### src/rtl/switch_route_arbiter_if.sv
// Request/grant bundle between the switch datapath and switch_route_arbiter.
// master drives requests and readiness; slave (the arbiter) drives routes and status.
interface switch_route_arbiter_if #(
    parameter int NUM_IN  = 2,
    parameter int NUM_OUT = 2,
    parameter int DEST_W  = 1
);
    logic [NUM_IN-1:0]         in_valid;
    logic [NUM_IN*DEST_W-1:0]  in_dest;
    logic [NUM_OUT-1:0]        out_ready;
    logic [NUM_OUT*NUM_IN-1:0] route_table;
    logic [NUM_OUT-1:0]        busy;
    logic                      error_valid;
    logic [15:0]               error_code;
    logic [NUM_OUT*16-1:0]     stat_xfer;

    modport master (
        output in_valid, in_dest, out_ready,
        input  route_table, busy, error_valid, error_code, stat_xfer
    );

    modport slave (
        input  in_valid, in_dest, out_ready,
        output route_table, busy, error_valid, error_code, stat_xfer
    );
endinterface

### src/rtl/switch_route_arbiter.sv
// Per-output round-robin route arbiter driving the switch cfg_route_table.
// Optional per-output transfer counters are built when LOOM_SWITCH_ARB_STATS_EN is defined.
module switch_route_arbiter #(
    parameter int NUM_IN  = 2,
    parameter int NUM_OUT = 2,
    parameter int DEST_W  = 1
) (
    input  logic                   clk,
    input  logic                   rst,
    switch_route_arbiter_if.slave  bus
);
    localparam int IDX_W = (NUM_IN > 1) ? $clog2(NUM_IN) : 1;

    typedef enum logic {
        ST_IDLE,
        ST_LOCKED
    } state_t;

    state_t            r_state     [NUM_OUT];
    logic [IDX_W-1:0]  r_owner     [NUM_OUT];
    logic [IDX_W-1:0]  r_ptr       [NUM_OUT];
    state_t            w_state_nxt [NUM_OUT];
    logic [IDX_W-1:0]  w_owner_nxt [NUM_OUT];
    logic [IDX_W-1:0]  w_ptr_nxt   [NUM_OUT];
    logic [NUM_IN-1:0] w_req       [NUM_OUT];
    logic [NUM_OUT-1:0] w_done;
    logic [NUM_OUT-1:0] w_abandon;
    logic [NUM_IN-1:0]  w_bad;
    logic               r_error_valid;
    logic [15:0]        r_error_code;

    // Request matrix; out-of-range destinations are flagged and never request anything.
    always_comb begin
        w_bad = '0;
        for (int unsigned j = 0; j < NUM_OUT; j++) begin
            w_req[j] = '0;
        end
        for (int unsigned i = 0; i < NUM_IN; i++) begin
            if (bus.in_valid[i]) begin
                if (32'(bus.in_dest[i*DEST_W +: DEST_W]) >= 32'(NUM_OUT)) begin
                    w_bad[i] = 1'b1;
                end else begin
                    for (int unsigned j = 0; j < NUM_OUT; j++) begin
                        if (bus.in_dest[i*DEST_W +: DEST_W] == DEST_W'(j)) begin
                            w_req[j][i] = 1'b1;
                        end
                    end
                end
            end
        end
    end

    always_comb begin : next_state
        int unsigned idx;
        logic        found;
        idx   = 0;
        found = 1'b0;
        for (int unsigned j = 0; j < NUM_OUT; j++) begin
            w_state_nxt[j] = r_state[j];
            w_owner_nxt[j] = r_owner[j];
            w_ptr_nxt[j]   = r_ptr[j];
            w_done[j]      = 1'b0;
            w_abandon[j]   = 1'b0;
            case (r_state[j])
                ST_IDLE: begin
                    found = 1'b0;
                    for (int unsigned k = 0; k < NUM_IN; k++) begin
                        idx = 32'(r_ptr[j]) + k;
                        if (idx >= 32'(NUM_IN)) begin
                            idx = idx - 32'(NUM_IN);
                        end
                        if (!found && w_req[j][IDX_W'(idx)]) begin
                            found          = 1'b1;
                            w_owner_nxt[j] = IDX_W'(idx);
                        end
                    end
                    if (found) begin
                        w_state_nxt[j] = ST_LOCKED;
                    end
                end
                ST_LOCKED: begin
                    // Grant is held regardless of the owner's current destination.
                    if (bus.in_valid[r_owner[j]] && bus.out_ready[j]) begin
                        w_done[j]      = 1'b1;
                        w_state_nxt[j] = ST_IDLE;
                    end else if (!bus.in_valid[r_owner[j]]) begin
                        w_abandon[j]   = 1'b1;
                        w_state_nxt[j] = ST_IDLE;
                    end
                end
                default: begin
                    w_state_nxt[j] = ST_IDLE;
                end
            endcase
            if (w_done[j]) begin
                w_ptr_nxt[j] = (r_owner[j] == IDX_W'(NUM_IN - 1)) ? '0
                                                                  : r_owner[j] + IDX_W'(1);
            end
        end
    end

    always_ff @(posedge clk) begin : state_reg
        for (int unsigned j = 0; j < NUM_OUT; j++) begin
            if (rst) begin
                r_state[j] <= ST_IDLE;
                r_owner[j] <= '0;
                r_ptr[j]   <= '0;
            end else begin
                r_state[j] <= w_state_nxt[j];
                r_owner[j] <= w_owner_nxt[j];
                r_ptr[j]   <= w_ptr_nxt[j];
            end
        end
    end

    // First error wins; a bad destination outranks an abandonment in the same cycle.
    always_ff @(posedge clk) begin
        if (rst) begin
            r_error_valid <= 1'b0;
            r_error_code  <= '0;
        end else if (!r_error_valid) begin
            if (|w_bad) begin
                r_error_valid <= 1'b1;
                r_error_code  <= 16'h0001;
            end else if (|w_abandon) begin
                r_error_valid <= 1'b1;
                r_error_code  <= 16'h0002;
            end
        end
    end

    always_comb begin : outputs
        bus.route_table = '0;
        bus.busy        = '0;
        for (int unsigned j = 0; j < NUM_OUT; j++) begin
            bus.busy[j] = (r_state[j] == ST_LOCKED);
            for (int unsigned i = 0; i < NUM_IN; i++) begin
                bus.route_table[j*NUM_IN + i] = (r_state[j] == ST_LOCKED) &&
                                                (r_owner[j] == IDX_W'(i));
            end
        end
        bus.error_valid = r_error_valid;
        bus.error_code  = r_error_code;
    end

`ifdef LOOM_SWITCH_ARB_STATS_EN
    logic [15:0] r_stat [NUM_OUT];

    always_ff @(posedge clk) begin
        for (int unsigned j = 0; j < NUM_OUT; j++) begin
            if (rst) begin
                r_stat[j] <= '0;
            end else if (w_done[j] && (r_stat[j] != 16'hFFFF)) begin
                r_stat[j] <= r_stat[j] + 16'd1;
            end
        end
    end

    always_comb begin
        bus.stat_xfer = '0;
        for (int unsigned j = 0; j < NUM_OUT; j++) begin
            bus.stat_xfer[j*16 +: 16] = r_stat[j];
        end
    end
`else
    assign bus.stat_xfer = '0;
`endif

endmodule

### src/flat_wrapper.sv
// flat-port wrapper written by rule: the top's interface ports become plain ports
module switch_route_arbiter_flat 
#(
    parameter int NUM_IN  = 2,
    parameter int NUM_OUT = 2,
    parameter int DEST_W  = 1
)
  (clk, rst, bus_in_valid, bus_in_dest, bus_out_ready, bus_route_table, bus_busy, bus_error_valid, bus_error_code, bus_stat_xfer);
  switch_route_arbiter_if #(.NUM_IN(NUM_IN), .NUM_OUT(NUM_OUT), .DEST_W(DEST_W)) bus_i ();
  input  logic clk;
  input  logic rst;
  input wire logic [$bits(bus_i.in_valid)-1:0] bus_in_valid;
  input wire logic [$bits(bus_i.in_dest)-1:0] bus_in_dest;
  input wire logic [$bits(bus_i.out_ready)-1:0] bus_out_ready;
  output wire logic [$bits(bus_i.route_table)-1:0] bus_route_table;
  output wire logic [$bits(bus_i.busy)-1:0] bus_busy;
  output wire logic [$bits(bus_i.error_valid)-1:0] bus_error_valid;
  output wire logic [$bits(bus_i.error_code)-1:0] bus_error_code;
  output wire logic [$bits(bus_i.stat_xfer)-1:0] bus_stat_xfer;
  assign bus_i.in_valid = bus_in_valid;
  assign bus_i.in_dest = bus_in_dest;
  assign bus_i.out_ready = bus_out_ready;
  assign bus_route_table = bus_i.route_table;
  assign bus_busy = bus_i.busy;
  assign bus_error_valid = bus_i.error_valid;
  assign bus_error_code = bus_i.error_code;
  assign bus_stat_xfer = bus_i.stat_xfer;
  switch_route_arbiter #(.NUM_IN(NUM_IN), .NUM_OUT(NUM_OUT), .DEST_W(DEST_W)) u_core (.clk(clk), .rst(rst), .bus(bus_i));
endmodule
### config.mk
export PLATFORM = sky130hd
export DESIGN_NAME = switch_route_arbiter_flat
export DESIGN_NICKNAME = d
export VERILOG_FILES = /design/src/rtl/switch_route_arbiter_if.sv /design/src/rtl/switch_route_arbiter.sv /design/src/flat_wrapper.sv
export SDC_FILE = /design/constraint.sdc
export NUM_CORES = 1
export LEC_CHECK = 0
export ABC_AREA = 1
export BUFFER_PORTS_ARGS = -buffer_cell sky130_fd_sc_hd__buf_4
export CAP_MARGIN = 10
export CORE_MARGIN = 8
export CORE_UTILIZATION = 41
export CTS_CLUSTER_SIZE = 28
export DETAILED_ROUTE_END_ITERATION = 6
export HOLD_SLACK_MARGIN = 0.08
export PLACE_DENSITY = 0.83
export SYNTH_ARGS = -nofsm -noshare
export SYNTH_HDL_FRONTEND = slang
export SYNTH_SLANG_ARGS = --single-unit
### constraint.sdc
create_clock -name clk -period 1.9 [get_ports clk]
set_input_delay 0.19 -clock clk [delete_from_list [all_inputs] [get_ports clk]]
set_output_delay 0.19 -clock clk [all_outputs]
set_load 0.01 [all_outputs]
==> results.py <==
metrics = {
    "route": {
        "postRouteAntennaNets": 0,
        "routedWlPerCell_um": 10.4,
        "via_per_inst": 3.79,
        "wirelength_um": 1640,
        "num_vias": 599,
        "drtPass1Iterations": 4,
        "drcViolationCount": 0,
        "drt-initial-drc-count": 16,
    },
    "cells_and_area": {
        "design_area_um2": 749,
        "drive_gt1_frac": 0.143,
        "post-route-util": 0.425,
        "final_cell_mix": "conb_1, nand2_1, buf_4",
        "diodes": 0,
        "n_fill_cell": 175,
        "area_growth_pct": -3.70,
        "final_common_cell": "conb_1",
        "final_net_count": 143,
    },
    "power_and_ir_drop": {
        "p_switching_uw": 163,
        "p_per_area_mw_per_mm2": 606,
        "p_comb_frac": 0.283,
        "p_int_uw": 291,
        "ir_drop_mv": 0.436,
        "switching_share": 0.360,
        "pwr-share-clk": 0.295,
        "p_leak_uw": 0.000455,
        "p_seq_frac": 0.422,
    },
    "placement": {
        "io_buffers": 15,
        "globalplace.congestion": 0.851,
        "place_ws_ns": 0.940,
        "placed_area_um2": 727,
        "hpwl_um": 1360,
    },
    "grt": {
        "antenna_found_initial": 0,
        "grt_use_total": 0.0874,
        "grt.met3_usage": 0.0586,
        "grt_max_degree": 8,
        "grtUsageMet1": 0.0821,
        "met2_usage": 0.156,
        "grt.busiest_layer": "met2",
        "grt_first_pass_wirelength_um": 2370,
        "grt_overflow": 0,
        "grt_pass1_vias": 576,
    },
    "clock_tree": {
        "ctsHtreeMaxLevel": 1,
        "cts_tree": "done",
        "post-cts-setup-buffers": 0,
        "cts-root-buf": "clkbuf_4",
        "clk_pin_slew_ns": 0.06,
        "cts-resized-gates": 0,
        "cts.sinks": 8,
        "clkLatencyLatePin_ns": 0.26,
        "cts_made_buffers": 3,
        "clockBufferDepth": 2,
        "ctsHoldBuffers": 0,
    },
    "die": {
        "start_util": 0.441,
        "die_w_um": 59.6,
        "core_mm2": 0.00176,
        "pin_count": 63,
        "dieHeight_um": 59.6,
        "rows": 15,
        "design.die.area_mm2": 0.00355,
    },
    "worst_setup_path": {
        "rrSetupSlack_ns": 0.92,
        "endpoint_kind": "output pin",
        "path_class": "flop to output pin",
        "crit_required_ns": 1.71,
        "cp_max_fo": 7,
        "cp.arrival_ns": 1.05,
        "critPathLaunchType": "flop",
    },
    "synth": {
        "seq_area_frac_synth": 0.206,
        "synth.top_cell.area_share": 0.473,
        "ys_types": 12,
        "netlist_area_um2": 778,
        "synth_top_area_cell": "buf_4",
        "synth_area_per_cell_um2": 6.60,
        "yosys-top-cells-area": "buf_4, dfxtp_1, nand2_1",
        "syn_inst": 118,
        "yosysWarnings": 0,
        "synth-seq-cells": 8,
    },
    "timing": {
        "setup_ws_ns": 0.663,
        "hold_violations": 0,
        "slew_violations": 0,
        "finalSetupTns_ns": 0,
        "final-setup-viol-count": 0,
        "fin_crit_sh": 0.651,
        "clock_skew_ns": 0.00229,
        "fin_crit_ns": 1.24,
        "rsz0062_at_grt": "no",
        "clock.fmax_mhz": 808,
    },
    "worst_hold_path": {
        "min_path_type": "primary input to flop",
    },
    "status": {
        "status": "finished, final reports clean",
    },
    "flow_run": {
        "maxCapViolCount": 0,
    },
}
[registers in the layout, indices dropped and copies added, names as in the netlist]
signal and cells:
u_core.bus.error_code 1, u_core.bus.error_valid 1, u_core.r_owner 2, u_core.r_ptr 2, u_core.r_state 2
[layout make-up]
class / instances / area (um2) / area share
clock buffers: 3 / 22.5 / 0.0301
multi-input cells: 94 / 374 / 0.499
repair buffers: 15 / 113 / 0.150
flip-flops and latches: 8 / 160 / 0.214
inverters: 13 / 48.8 / 0.0651
well taps: 25 / 31.3 / 0.0417
[cell families after synthesis]
kind of cell    synth area share
flops                      0.206
other cells              0.00482
buf+inv                    0.535
compound gates            0.0531
simple gates               0.201
[routing by layer]
metal | share of wire | wire [um]
met1 | 0.36 | 586
met2 | 0.48 | 794
met3 | 0.15 | 252
met4 | 0.0024 | 4
met5 | 0 | 0
[Yosys cell counts (all sizes together)]
cell type  number
a21oi           5
a31oi           1
buf            49
conb            1
dfxtp           8
inv            13
nand2          23
nand3           6
nand4           1
nor2            9
o21ai           2
[worst max-delay path, cell delays in order, from the launching register on]
cell and delay (ns):
dfxtp_1 0.45, inv_1 0.11, nor2_1 0.10, buf_4 0.13
[power by group through the flow]
stage | clock network (uW) | registers, uW | logic [uW]
2_1_floorplan | 0 | 194 | 156
3_3_place_gp | 0 | 194 | 121
3_5_place_dp | 0 | 195 | 122
4_1_cts | 135 | 191 | 124
5_1_grt | 153 | 193 | 142
6_report | 134 | 192 | 128
[through the flow]
step,std cells,hold slack [ns],power (uW)
2_1_floorplan,164,0.259,351
3_3_place_gp,155,0.418,315
3_5_place_dp,155,0.415,317
4_1_cts,158,0.145,450
5_1_grt,158,0.127,488
6_report,158,0.147,454
[final timing paths]
check / to / from / cells past startpoint
hold / removal: u_core.r_state[0]$_SDFF_PP0_ / rst / 2
setup reg to reg: u_core.bus.error_valid$_SDFF_PP0_ / u_core.r_owner[1]$_SDFFE_PP0P_ / 5
setup / recovery: bus_route_table[2] / u_core.r_state[1]$_SDFF_PP0_ / 3
hold reg to reg: u_core.bus.error_code[1]$_SDFFE_PP0P_ / u_core.bus.error_code[1]$_SDFFE_PP0P_ / 2
No activity file was read; power rests on OpenSTA's default activity.
